`config.mk`:
```
export PLATFORM = sky130hd
export DESIGN_NAME = ps2_rx_fifo
export DESIGN_NICKNAME = d
export VERILOG_FILES = /design/src/rtl/ps2_rx_fifo.sv
export SDC_FILE = /design/constraint.sdc
export NUM_CORES = 1
export LEC_CHECK = 0
export CAP_MARGIN = 25
export CORE_ASPECT_RATIO = 1.2
export CORE_MARGIN = 2
export CORE_UTILIZATION = 62
export CTS_BUF_LIST = sky130_fd_sc_hd__clkbuf_4
export DETAILED_ROUTE_END_ITERATION = 12
export PLACE_DENSITY = 0.9
export SETUP_SLACK_MARGIN = 0.3
export SYNTH_ARGS = -nofsm -noshare
export SYNTH_HDL_FRONTEND = slang
export SYNTH_SLANG_ARGS = --single-unit
```
`constraint.sdc`:
```
create_clock -name clk -period 3.9 [get_ports clk]
set_clock_uncertainty 0.15 [all_clocks]
set_input_delay 0.585 -clock clk [delete_from_list [all_inputs] [get_ports clk]]
set_output_delay 0.585 -clock clk [all_outputs]
set_load 0.02 [all_outputs]
```
`src/rtl/ps2_rx_fifo.sv`:
```
// PS/2 keyboard receiver: synchronise/filter kclk, deframe 11-bit frames,
// check parity/stop/timeout, merge 0xF0 break prefixes, buffer in a FWFT FIFO.
module ps2_rx_fifo #(
    parameter int unsigned DEPTH     = 4,
    parameter int unsigned FILT      = 4,
    parameter int unsigned TIMEOUT   = 4096,
    parameter bit          MERGE_BRK = 1'b1
) (
    input  logic                         clk,
    input  logic                         reset,
    input  logic                         kclk,
    input  logic                         kdata,
    input  logic                         rd_en,
    output logic [8:0]                   dout,
    output logic                         empty,
    output logic [$clog2(DEPTH+1)-1:0]   count,
    output logic                         busy,
    output logic                         parity_err,
    output logic                         frame_err,
    output logic                         overflow
);
    localparam int unsigned CW = $clog2(DEPTH + 1);
    localparam int unsigned AW = $clog2(DEPTH);
    localparam int unsigned TW = $clog2(TIMEOUT + 1);
    localparam int unsigned FW = $clog2(FILT + 1);

    typedef enum logic [1:0] {S_IDLE, S_SHIFT, S_PARITY, S_STOP} state_t;

    state_t          r_state, w_state_nxt;
    logic            r_kclk_s1, r_kclk_s2, r_kdat_s1, r_kdat_s2;
    logic            r_kclk_f, r_fall;
    logic [FW-1:0]   r_flt_cnt;
    logic [TW-1:0]   r_tmo_cnt;
    logic [7:0]      r_shift;
    logic [2:0]      r_bit_cnt;
    logic            r_par, r_brk_pend, r_busy;
    logic            r_parity_err, r_frame_err, r_overflow, r_empty;
    logic [8:0]      r_mem [DEPTH];
    logic [AW-1:0]   r_wr_ptr, r_rd_ptr;
    logic [CW-1:0]   r_count, w_count_nxt;
    logic            w_tmo, w_valid, w_perr, w_ferr, w_push, w_full, w_pop, w_wr;
    logic            w_flt_hit;
    logic [8:0]      w_word;

    // Input synchronisers and kclk glitch filter; idle level is 1.
    assign w_flt_hit = (r_kclk_s2 != r_kclk_f) && (r_flt_cnt == FW'(FILT - 1));

    always_ff @(posedge clk or posedge reset) begin
        if (reset) begin
            r_kclk_s1 <= 1'b1;
            r_kclk_s2 <= 1'b1;
            r_kdat_s1 <= 1'b1;
            r_kdat_s2 <= 1'b1;
            r_kclk_f  <= 1'b1;
            r_flt_cnt <= '0;
            r_fall    <= 1'b0;
        end else begin
            r_kclk_s1 <= kclk;
            r_kclk_s2 <= r_kclk_s1;
            r_kdat_s1 <= kdata;
            r_kdat_s2 <= r_kdat_s1;
            r_fall    <= w_flt_hit && !r_kclk_s2;
            if (r_kclk_s2 == r_kclk_f) begin
                r_flt_cnt <= '0;
            end else if (w_flt_hit) begin
                r_kclk_f  <= r_kclk_s2;
                r_flt_cnt <= '0;
            end else begin
                r_flt_cnt <= r_flt_cnt + FW'(1);
            end
        end
    end

    always_ff @(posedge clk or posedge reset) begin
        if (reset) r_state <= S_IDLE;
        else       r_state <= w_state_nxt;
    end

    // Frame FSM; timeout has priority over a coincident fall pulse.
    always_comb begin
        w_state_nxt = r_state;
        w_valid     = 1'b0;
        w_perr      = 1'b0;
        w_ferr      = 1'b0;
        w_tmo       = (r_state != S_IDLE) && (r_tmo_cnt == TW'(TIMEOUT));
        if (w_tmo) begin
            w_state_nxt = S_IDLE;
            w_ferr      = 1'b1;
        end else if (r_fall) begin
            case (r_state)
                S_IDLE:   if (!r_kdat_s2) w_state_nxt = S_SHIFT;
                S_SHIFT:  if (r_bit_cnt == 3'd7) w_state_nxt = S_PARITY;
                S_PARITY: w_state_nxt = S_STOP;
                S_STOP: begin
                    w_state_nxt = S_IDLE;
                    if (!(^{r_shift, r_par})) w_perr  = 1'b1;
                    else if (!r_kdat_s2)      w_ferr  = 1'b1;
                    else                      w_valid = 1'b1;
                end
                default:  w_state_nxt = S_IDLE;
            endcase
        end
    end

    assign w_push = w_valid && !(MERGE_BRK && (r_shift == 8'hF0));
    assign w_word = {(MERGE_BRK ? r_brk_pend : 1'b0), r_shift};

    // Shift register, bit counter, timeout counter and break flag.
    always_ff @(posedge clk or posedge reset) begin
        if (reset) begin
            r_shift      <= '0;
            r_bit_cnt    <= '0;
            r_par        <= 1'b0;
            r_tmo_cnt    <= '0;
            r_brk_pend   <= 1'b0;
            r_busy       <= 1'b0;
            r_parity_err <= 1'b0;
            r_frame_err  <= 1'b0;
        end else begin
            r_busy       <= (w_state_nxt != S_IDLE);
            r_parity_err <= w_perr;
            r_frame_err  <= w_ferr;
            if (r_state == S_IDLE || r_fall || w_tmo) r_tmo_cnt <= '0;
            else                                     r_tmo_cnt <= r_tmo_cnt + TW'(1);
            if (r_fall && !w_tmo) begin
                case (r_state)
                    S_IDLE:   r_bit_cnt <= '0;
                    S_SHIFT: begin
                        r_shift   <= {r_kdat_s2, r_shift[7:1]};
                        r_bit_cnt <= r_bit_cnt + 3'd1;
                    end
                    S_PARITY: r_par <= r_kdat_s2;
                    default:  ;
                endcase
            end
            if (w_perr || w_ferr)                                 r_brk_pend <= 1'b0;
            else if (w_valid && MERGE_BRK && r_shift == 8'hF0)    r_brk_pend <= 1'b1;
            else if (w_push)                                      r_brk_pend <= 1'b0;
        end
    end

    // FWFT FIFO; a push while full succeeds only alongside a pop.
    assign w_full = (r_count == CW'(DEPTH));
    assign w_pop  = rd_en && !r_empty;
    assign w_wr   = w_push && (!w_full || w_pop);

    always_comb begin
        w_count_nxt = r_count;
        case ({w_wr, w_pop})
            2'b10:   w_count_nxt = r_count + CW'(1);
            2'b01:   w_count_nxt = r_count - CW'(1);
            default: w_count_nxt = r_count;
        endcase
    end

    always_ff @(posedge clk or posedge reset) begin
        if (reset) begin
            for (int i = 0; i < int'(DEPTH); i++) r_mem[i] <= '0;
            r_wr_ptr   <= '0;
            r_rd_ptr   <= '0;
            r_count    <= '0;
            r_empty    <= 1'b1;
            r_overflow <= 1'b0;
        end else begin
            if (w_wr) begin
                r_mem[r_wr_ptr] <= w_word;
                r_wr_ptr        <= r_wr_ptr + AW'(1);
            end
            if (w_pop) r_rd_ptr <= r_rd_ptr + AW'(1);
            if (w_push && w_full && !w_pop) r_overflow <= 1'b1;
            r_count <= w_count_nxt;
            r_empty <= (w_count_nxt == '0);
        end
    end

    assign dout       = r_mem[r_rd_ptr];
    assign empty      = r_empty;
    assign count      = r_count;
    assign busy       = r_busy;
    assign parity_err = r_parity_err;
    assign frame_err  = r_frame_err;
    assign overflow   = r_overflow;

endmodule

```
==> results of run 1 <==
## logic make-up (layout without fill, tap and decap cells)
kind of cell	after synthesis	count (layout)	share of synthesized area (%)
xor+xnor	25	25	5.93
compound gates	17	17	2.76
mux	57	57	18.8
buf+inv	21	48	2.38
simple gates	88	88	12.7
flops	85	85	54.1
fa+ha+maj	10	10	3.36
## registers in the layout, summed over array words and instances (netlist names), 2 cells and up
register	cells
r_shift	8
r_mem	36
r_wr_ptr	2
count	3
r_bit_cnt	3
r_tmo_cnt	13
r_state	2
r_rd_ptr	2
r_flt_cnt	3
## routing by layer
layer / vias to the layer above / share of wire [%] / track usage (%)
met4: 0 / 2.3 / 8.64
met2: 57 / 53 / 38.7
met1: 1218 / 41 / 28.0
met3: 19 / 3.3 / 4.77
li1: 1104 / - / -
met5: - / 0 / 0
## cells in the final DEF (no fill, tap or decap), types with 3 or more instances in the layout
master	netlist	layout
nor2_1	24	24
nor2b_1	3	3
dfrtp_1	79	79
xnor2_1	16	16
nand2_1	16	16
ha_1	9	9
a21oi_1	4	4
nand3_1	6	6
o21ai_0	5	5
clkinv_2	0	3
nand4_1	3	3
inv_1	9	8
mux4_2	9	9
xor2_1	8	8
nor3b_1	3	3
dfstp_2	6	6
nor3_1	6	6
clkdlybuf4s50_1	0	21
clkbuf_4	0	11
mux2_1	18	18
mux2_2	29	29
and3_1	5	5
nand2_4	4	4
## layout make-up
cell class / count / area (sq um) / share of cell area, %
sequential: 85 / 2130 / 48.7
multi-input combinational: 197 / 1740 / 39.7
timing repair buffer: 23 / 238 / 5.42
tap: 82 / 103 / 2.34
clock buffer: 11 / 82.6 / 1.88
clock inverter: 5 / 51.3 / 1.17
inverter: 9 / 35.0 / 0.799
## worst max path at each step
| stage | depth (start not counted) | slack (ps) | endpoint | start |
|---|---|---|---|---|
| floorplan | 13 | 490 | empty | r_tmo_cnt[0] |
| global placement | 12 | 440 | empty | r_tmo_cnt[0] |
| detailed placement | 12 | 340 | empty | r_tmo_cnt[0] |
| CTS | 12 | 330 | empty | r_tmo_cnt[0] |
| global route | 12 | 280 | empty | r_tmo_cnt[0] |
| finish | 12 | 450 | empty | r_tmo_cnt[0] |
## critical path, delay by kind of cell (launching register included)
| family | cells | cell delay (ps) |
|---|---|---|
| DFF | 1 | 430 |
| and+or+nand+nor | 7 | 1780 |
| AOI/OAI and AO/OA | 2 | 360 |
| adders and majority gates | 2 | 550 |
| buffers and inverters | 1 | 90 |
## what timing repair did
action                                  CTS  global route
setup buffers                             0             0
endpoints found under the setup margin    0             1
resized for setup                         0             5
## power by group through the flow
stage	Sequential, mW	Clock [mW]	Combinational, mW
detailed placement	1.10	0	0.398
floorplan	1.05	0	0.322
global route	1.10	0.545	0.461
global placement	1.10	0	0.388
finish	1.08	0.497	0.413
CTS	1.09	0.502	0.402
==> impl_results.md, run 1 <==
- Hold WS: 215 ps
- CP Max Fanout: 6
- Number of port buffers: 21
- Design area: 4380 sq um
- Reg-to-Reg Start: r_tmo_cnt[0]
- Std cell rows: 31
- GRT Util Overall: 22.6%
- Total gr overflow: 0
- Root Buffer: clkbuf_4
- Area Growth Syn to Fin: 11.1%
- Setup tns final: 0 ps
- Critical Path, Cell by Cell: inv_1 -> ha_1 -> or4b_2 -> nor4_4 -> nor3_1 -> nand2_1 -> nand2_1 -> fa_2 -> or3_1 -> a221oi_1 -> nor2_1 -> o41ai_1
- Minimum clock period: 3450 ps
- Via count: 2398
- Initial DRC Count: 186
- Synthesized area: 3950 sq um
- Initial antenna violation count: 0
- Ys Warns: 0
- Outcome: finished, final reports clean
- Gate power share: 20.7%
- CP startpoint kind: register
- Top-count cell post-synth: dfrtp_1
- Largest net degree at the start of global routing: 48
- Final hold vios: 0
- # diodes: 0
- Slowest CP cell: or4b_2
- Most used cell, CP: nand2_1
- Switching power: 0.627 mW
- GPL Wtd Cong: 0.805
- Post-synth top cells: 79 x dfrtp_1, 29 x mux2_2, 24 x nor2_1
- HP Start: r_kdat_s1
- Final #Nets: 340
- Tot Pwr: 1.99 mW
- Vias in the first global route: 2495
- Worst path max stage delay: 620 ps
- Peak VDD IR: 413 uV
- Drt drc: 0
- Leakage: 2.10 nW
- EDFF count, synth: 0
- Clk pwr share: 24.9%
- Clock tree sinks: 85
- Max cap viols: 0
- Cells after Synth: 303
- Pwr/cell area: 455 nW/um^2
- CTS HTree Levels: 3
- Num CTS Buffers: 9
- Die area: 7020 sq um
- Core ar.: 6090 sq um
- #FFs+latches synth: 85
- Slew @ Worst Pin: 695 ps
- Register area share after synthesis: 54.1%
- PnR worst setup slack: 448 ps
- Final setup vio count: 0
- Rel. slew slack: 53.7%
- Detail Route Antenna Nets: 0
- Global-route wire length before repair: 12300 um
- Syn nets: 318
- Yosys cell types: 48
- Average cell area after synthesis: 13.0 sq um
- Async SR Flop Fraction: 100%
- FMAX: 290 MHz
- Final Max Slew Viols: 0
- Cell depth of the worst hold path: 0
- Placed insts: 396
- Worst-Skew Late Latency: 430 ps
- Kind of critical path: register to register
- Top cells by area, synth: dfrtp_1 50%, mux2_2 8.3%, mux2_1 5.1%
- DRT Pass-1 Iters: 4
- Leading area contributor after synthesis: dfrtp_1
- Worst-path clk slew: 130 ps
- CP endpoint kind: register
- Switching power share of the total: 31.5%
- Clk buf depth: 2
- Final cell count without fillers: 412
- Chip height: 91.4 um
- Critical Path AT: 3640 ps
- Cts hold-fix bufs: 0
- Post-DR vias/cell: 5.82
- Worst R2R Path Depth: 12
- Dpl cell area: 4230 sq um
- I/O Pins: 22
- CP Data Required Time: 4080 ps
- # fillers: 420
- Detailed Route WL: 7180 um
- Pre-CTS setup slack: 342 ps
- R2R Path End: empty
- Finished Core Util: 72.0%
- Setup slack, reg-to-reg: 450 ps
- Sequential cell fraction of total power: 54.4%
- Internal: 1.37 mW
- Die Wd: 76.8 um
- Post-synth top area share: 50.1%
- Wirelength per Cell: 17.4 um
- Starting Density: 64.8%
- Post-detail-place hpwl: 4800 um
- Tcrit/Tclk final: 88.5%
- RSZ-0062 raised after global routing: false
- Worst hold path endpoint: r_kdat_s2
- Hold/Removal Path Class: register to register
- Share of cells above drive strength 1: 22.7%
- Top_reg_cell synth: dfrtp_1
- CTS tree: yes
(Power assumes the default switching activity.)
==> run 2: changes to the inputs <==
--- a/config.mk
+++ b/config.mk
@@ -5,7 +5,6 @@
 export SDC_FILE = /design/constraint.sdc
 export NUM_CORES = 1
 export LEC_CHECK = 0
-export CAP_MARGIN = 25
 export CORE_ASPECT_RATIO = 1.2
 export CORE_MARGIN = 2
 export CORE_UTILIZATION = 62
@@ -13,6 +12,8 @@
 export DETAILED_ROUTE_END_ITERATION = 12
 export PLACE_DENSITY = 0.9
 export SETUP_SLACK_MARGIN = 0.3
+export SLEW_MARGIN = 40
 export SYNTH_ARGS = -nofsm -noshare
 export SYNTH_HDL_FRONTEND = slang
 export SYNTH_SLANG_ARGS = --single-unit
+export TNS_END_PERCENT = 50
==> results of run 2 <==
No change in the layout: final DEF, timing and power equal those of run 1.
==> edit 1 (config.mk and constraints of run 2) <==
The output `frame_err` loses its register stage (`r_frame_err` becomes a continuous assignment).
--- a/src/rtl/ps2_rx_fifo.sv
+++ b/src/rtl/ps2_rx_fifo.sv
@@ -115,11 +115,9 @@
             r_brk_pend   <= 1'b0;
             r_busy       <= 1'b0;
             r_parity_err <= 1'b0;
-            r_frame_err  <= 1'b0;
         end else begin
             r_busy       <= (w_state_nxt != S_IDLE);
             r_parity_err <= w_perr;
-            r_frame_err  <= w_ferr;
             if (r_state == S_IDLE || r_fall || w_tmo) r_tmo_cnt <= '0;
             else                                     r_tmo_cnt <= r_tmo_cnt + TW'(1);
             if (r_fall && !w_tmo) begin
@@ -138,6 +136,8 @@
             else if (w_push)                                      r_brk_pend <= 1'b0;
         end
     end
+
+    assign r_frame_err = w_ferr;
 
     // FWFT FIFO; a push while full succeeds only alongside a pop.
     assign w_full = (r_count == CW'(DEPTH));
Behaviour: same outputs for any inputs over 10 cycles, from zero or initial values and one cycle with reset high; that may be too few to reach the edited logic, so the function may still have changed.
==> edit 1 against run 2 <==
Worst setup slack better by 0.11 ns. Total power is 3.5% higher. Hold slack improved by 0.0060 ns. Sequential cell count decreased by 1. Synthesized area decreased by 0.63%. Utilization increased by 0.14 points. Register-to-register slack better by 0.16 ns. Routed wire length decreased by 3.7%. Final cell count shrank 0.24%. Die area decreased by 0.61%. Fmax rose by 3.2%. Final area is 0.20% higher.
==> edit 1: results (changes against run 2) <==
initial DRC count = 95 (-49%)
RePlAce Congestion = 0.795 (-1.2%)
met3 Resource Use GR = 3.48% (-1.3 points)
clock share of power = 27.7% (+2.8 points)
post-CTS sizing = 2 (+2)
total track usage = 21.8% (-0.73 points)
XOR/XNOR Fraction of Synth Area = 5.97% (+0.038 points)
switching power = 0.652 mW (+4.0%)
layout cells sized above 1 = 23.7% (+0.98 points)
adder-cell share of the synthesized area = 3.38% (+0.021 points)
fillcell total = 435 (+3.6%)
port bufs = 21 (unchanged)
hold path start = r_kclk_s1$_DFF_PP1_
pin count of the biggest net entering global routing = 69 (+44%)
Synth area leaders = dfrtp_1, mux2_2, mux2_1
first-pass detailed-route iteration total = 4 (unchanged)
Met2 Wirelength = 3.67 mm (-4.2%)
Net count, final = 339 (-0.29%)
met2 global-route usage = 37.1% (-1.6 points)
WL met3 = 190 µm (-19%)
post-detail-place hpwl = 4.64 mm (-3.4%)
worst-path fanout max = 10 (+4)
met1 Resource Use GR = 27.1% (-0.91 points)
LEAKAGE = 2.09 nW (-0.52%)
VDD IR-drop max = 0.000261 V (-37%)
met1 WL = 2.88 mm (-2.3%)
WL per Instance = 16.8 µm (-3.5%)
syn nets = 317 (-0.31%)
number of vias per cell = 5.80 (-0.30%)
Synth top cells by count = dfrtp_1, mux2_2, nor2_1, mux2_1
Comb group = 0.421 mW (+2%)
Critical path origin = r_tmo_cnt[2]$_DFF_PP0_
multiplexer share of the synthesized area = 18.9% (+0.12 points)
cell area after placement = 4190 µm² (-0.80%)
Slew headroom = 55.7% (+2.0 points)
run status = finished, final reports clean
first-pass GRT wire length = 11.8 mm (-3.4%)
post-synthesis sequential area ratio = 53.8% (-0.29 points)
Worst EP arrival = 2.61 ns (-1.03 ns)
[edit 1: worst paths after layout]
kind	endpoint	slack, ns	cells past startpoint
worst max-delay path	frame_err	0.55	5
worst min-delay path	r_kclk_s2$_DFF_PP1_	0.22	0
worst min register to register	r_kclk_s2$_DFF_PP1_	0.22	0
worst max register to register	empty$_DFF_PP1_	0.61	10
min in group asynchronous	count[2]$_DFF_PP0_	0.39	2
max in group asynchronous	r_mem[4]$_DFFE_PP0P_	2.54	3
[edit 1: per-stage QoR]
| step | worst slack (ns) | hold WS (ns) | utilization, % | instances | total power, mW |
|---|---|---|---|---|---|
| floorplan | 0.493 | 0.195 | - | 302 | 1.36 |
| global placement | 0.437 | 0.197 | 68.8 | 395 | 1.47 |
| detailed placement | 0.365 | 0.203 | 68.9 | 395 | 1.49 |
| CTS | 0.422 | 0.222 | 71.7 | 411 | 2.06 |
| global route | 0.414 | 0.222 | 72.1 | 411 | 2.16 |
| finish | 0.554 | 0.221 | 72.1 | 411 | 2.06 |
[edit 1: cell type report]
type,instances,area (µm²),share of cell area (%)
clock buffers,9,67.6,1.54
repair buffers,23,224,5.10
clock inverters,7,98.8,2.25
well taps,82,103,2.34
inverters,9,38.8,0.883
multi-input cells,197,1750,39.9
flip-flops and latches,84,2110,48.0
[edit 1: cells by family after synthesis]
| group | after synthesis |
|---|---|
| and+or+nand+nor | 88 |
| DFF | 84 |
| muxes | 57 |
| xor gates and xnor gates | 25 |
| buffers and inverters | 21 |
| AOI/OAI and AO/OA | 17 |
| adders and majority gates | 10 |
[edit 1: worst max-delay path, cell delays in order, from the launching register on]
cell and delay, ns:
dfrtp_1 0.45, or4b_2 0.74, nor4_4 0.33, buf_4 0.23, a21o_1 0.11, dlygate4sd2_1 0.33
==> edit 2 (settings of run 2) <==
Made on the original files. `MERGE_BRK`: 1'b1 -> 1'b0.
--- a/src/rtl/ps2_rx_fifo.sv
+++ b/src/rtl/ps2_rx_fifo.sv
@@ -4,7 +4,7 @@
     parameter int unsigned DEPTH     = 4,
     parameter int unsigned FILT      = 4,
     parameter int unsigned TIMEOUT   = 4096,
-    parameter bit          MERGE_BRK = 1'b1
+    parameter bit          MERGE_BRK = 1'b0
 ) (
     input  logic                         clk,
     input  logic                         reset,
Behaviour: no difference found for any inputs over 10 cycles, from zero or initial values and one cycle with reset high; that may be too few to reach the edited logic, so the function may still have changed.
==> edit 2 against run 2 <==
Final area shrank 5.8%. Synthesized area shrank 5.4%. Sequential share of layout area is essentially flat. Non-clock buffer count shrank 2. Worst setup slack gained 0.15 ns. Clock power shrank 7.0%. Sequential cell count shrank 5. Total power shrank 8.7%. Global-route usage shrank 1.8 points. Routed wire length shrank 18%. Largest cell class unchanged.
==> edit 2: results (changes against run 2) <==
Root Buffer = clkbuf_4
layout cells sized above 1 = 26.6% (+3.8 points)
fillcell total = 387 (-7.9%)
post-detail-place hpwl = 4.19 mm (-13%)
XOR/XNOR Fraction of Synth Area = 6.67% (+0.74 points)
LEAKAGE = 1.95 nW (-7.5%)
Net count, final = 315 (-7.4%)
number of vias per cell = 5.49 (-5.8%)
initial antenna violation count = 0 (unchanged)
Synth area leaders = dfrtp_1, mux2_2, mux4_2
compound-cell area share of the yosys netlist = 1.47% (-1.3 points)
Final Non-Filler Cells = 385 (-6.6%)
Synth top cells by count = dfrtp_1, mux2_2, nor2_1, xnor2_1, nand2_1
vias in the first global route = 2217 (-11%)
CP startpoint kind = register
initial DRC count = 129 (-31%)
multiplexer share of the synthesized area = 18.9% (+0.093 points)
Netlist cell types = 43 (-10%)
first-pass GRT wire length = 10.2 mm (-17%)
Max Freq = 303 MHz (+4.5%)
worst-path fanout max = 8 (+2)
R2R Setup Slk = 0.60 ns (+0.15 ns)
WL per Instance = 15.3 µm (-12%)
Largest regs = r_mem x32, r_tmo_cnt x13, r_shift x8
adder-cell share of the synthesized area = 3.55% (+0.19 points)
post-synthesis sequential area ratio = 53.8% (-0.29 points)
pin count of the biggest net entering global routing = 53 (+10%)
port bufs = 20 (-4.8%)
Placed Instances = 369 (-6.8%)
total track usage = 20.8% (-1.8 points)
Place WS = 0.624 ns (+0.281 ns)
CTS H-tree depth = 3 (unchanged)
Worst EP arrival = 3.48 ns (-0.16 ns)
syn nets = 291 (-8.5%)
cell area after placement = 4000 µm² (-5.4%)
RePlAce Congestion = 0.801 (-0.45%)
run status = finished, final reports clean
hold_ws = 0.215 ns (-0.000154 ns)
VDD IR-drop max = 0.000380 V (-8.1%)
Slew headroom = 59.1% (+5.4 points)
Mean Syn Cell Area = 13.5 µm² (+3.9%)
[edit 2: cell count changes in the layout (fill, tap and decap cells not counted), sizes merged, moves of 2 or more]
cell | run 2 | this run
a21oi | 4 | 2
dfrtp | 79 | 74
mux2 | 47 | 42
mux2i | 1 | 4
nand3b | 2 | 0
nand4 | 3 | 1
nor3 | 7 | 4
or2 | 0 | 2
or3 | 3 | 1
xnor2 | 16 | 18
[edit 2: logic make-up after synthesis]
| group | after synthesis |
|---|---|
| adders and majority gates | 10 |
| DFF | 80 |
| xor gates and xnor gates | 26 |
| and+or+nand+nor | 80 |
| muxes | 54 |
| other | 1 |
| AOI/OAI and AO/OA | 9 |
| buffers and inverters | 16 |
[edit 2: critical path: stages, from the launching register on]
cell	delay, ns
dfrtp_1	0.44
inv_1	0.07
ha_1	0.14
or4b_1	0.48
nor4_4	0.49
nor2_2	0.11
nand3_2	0.19
nand2_1	0.10
fa_1	0.47
xnor2_1	0.22
nor3b_1	0.21
mux2i_1	0.10
o41ai_1	0.07
[edit 2: layout make-up]
| class | instances | area [µm²] | area share (%) |
|---|---|---|---|
| clock buffers | 11 | 82.6 | 2.00 |
| clock inverters | 5 | 47.5 | 1.15 |
| inverters | 8 | 30.0 | 0.727 |
| multi-input cells | 180 | 1640 | 39.7 |
| flip-flops and latches | 80 | 2010 | 48.7 |
| well taps | 80 | 100 | 2.42 |
| repair buffers | 21 | 220 | 5.33 |
[edit 2: report_power, final]
part | switching, mW | internal, mW | total (mW)
clock network | 0.258 | 0.204 | 0.462
logic | 0.172 | 0.179 | 0.351
registers | 0.109 | 0.900 | 1.01
[edit 2: per-layer routing]
metal  routed length (µm)  share of wire (%)  track usage, %
met4                  129                2.2            8.44
met3                  155                2.6            5.41
met1                 2420                 41            26.7
met5                    0                  0               0
met2                 3170                 54            33.8
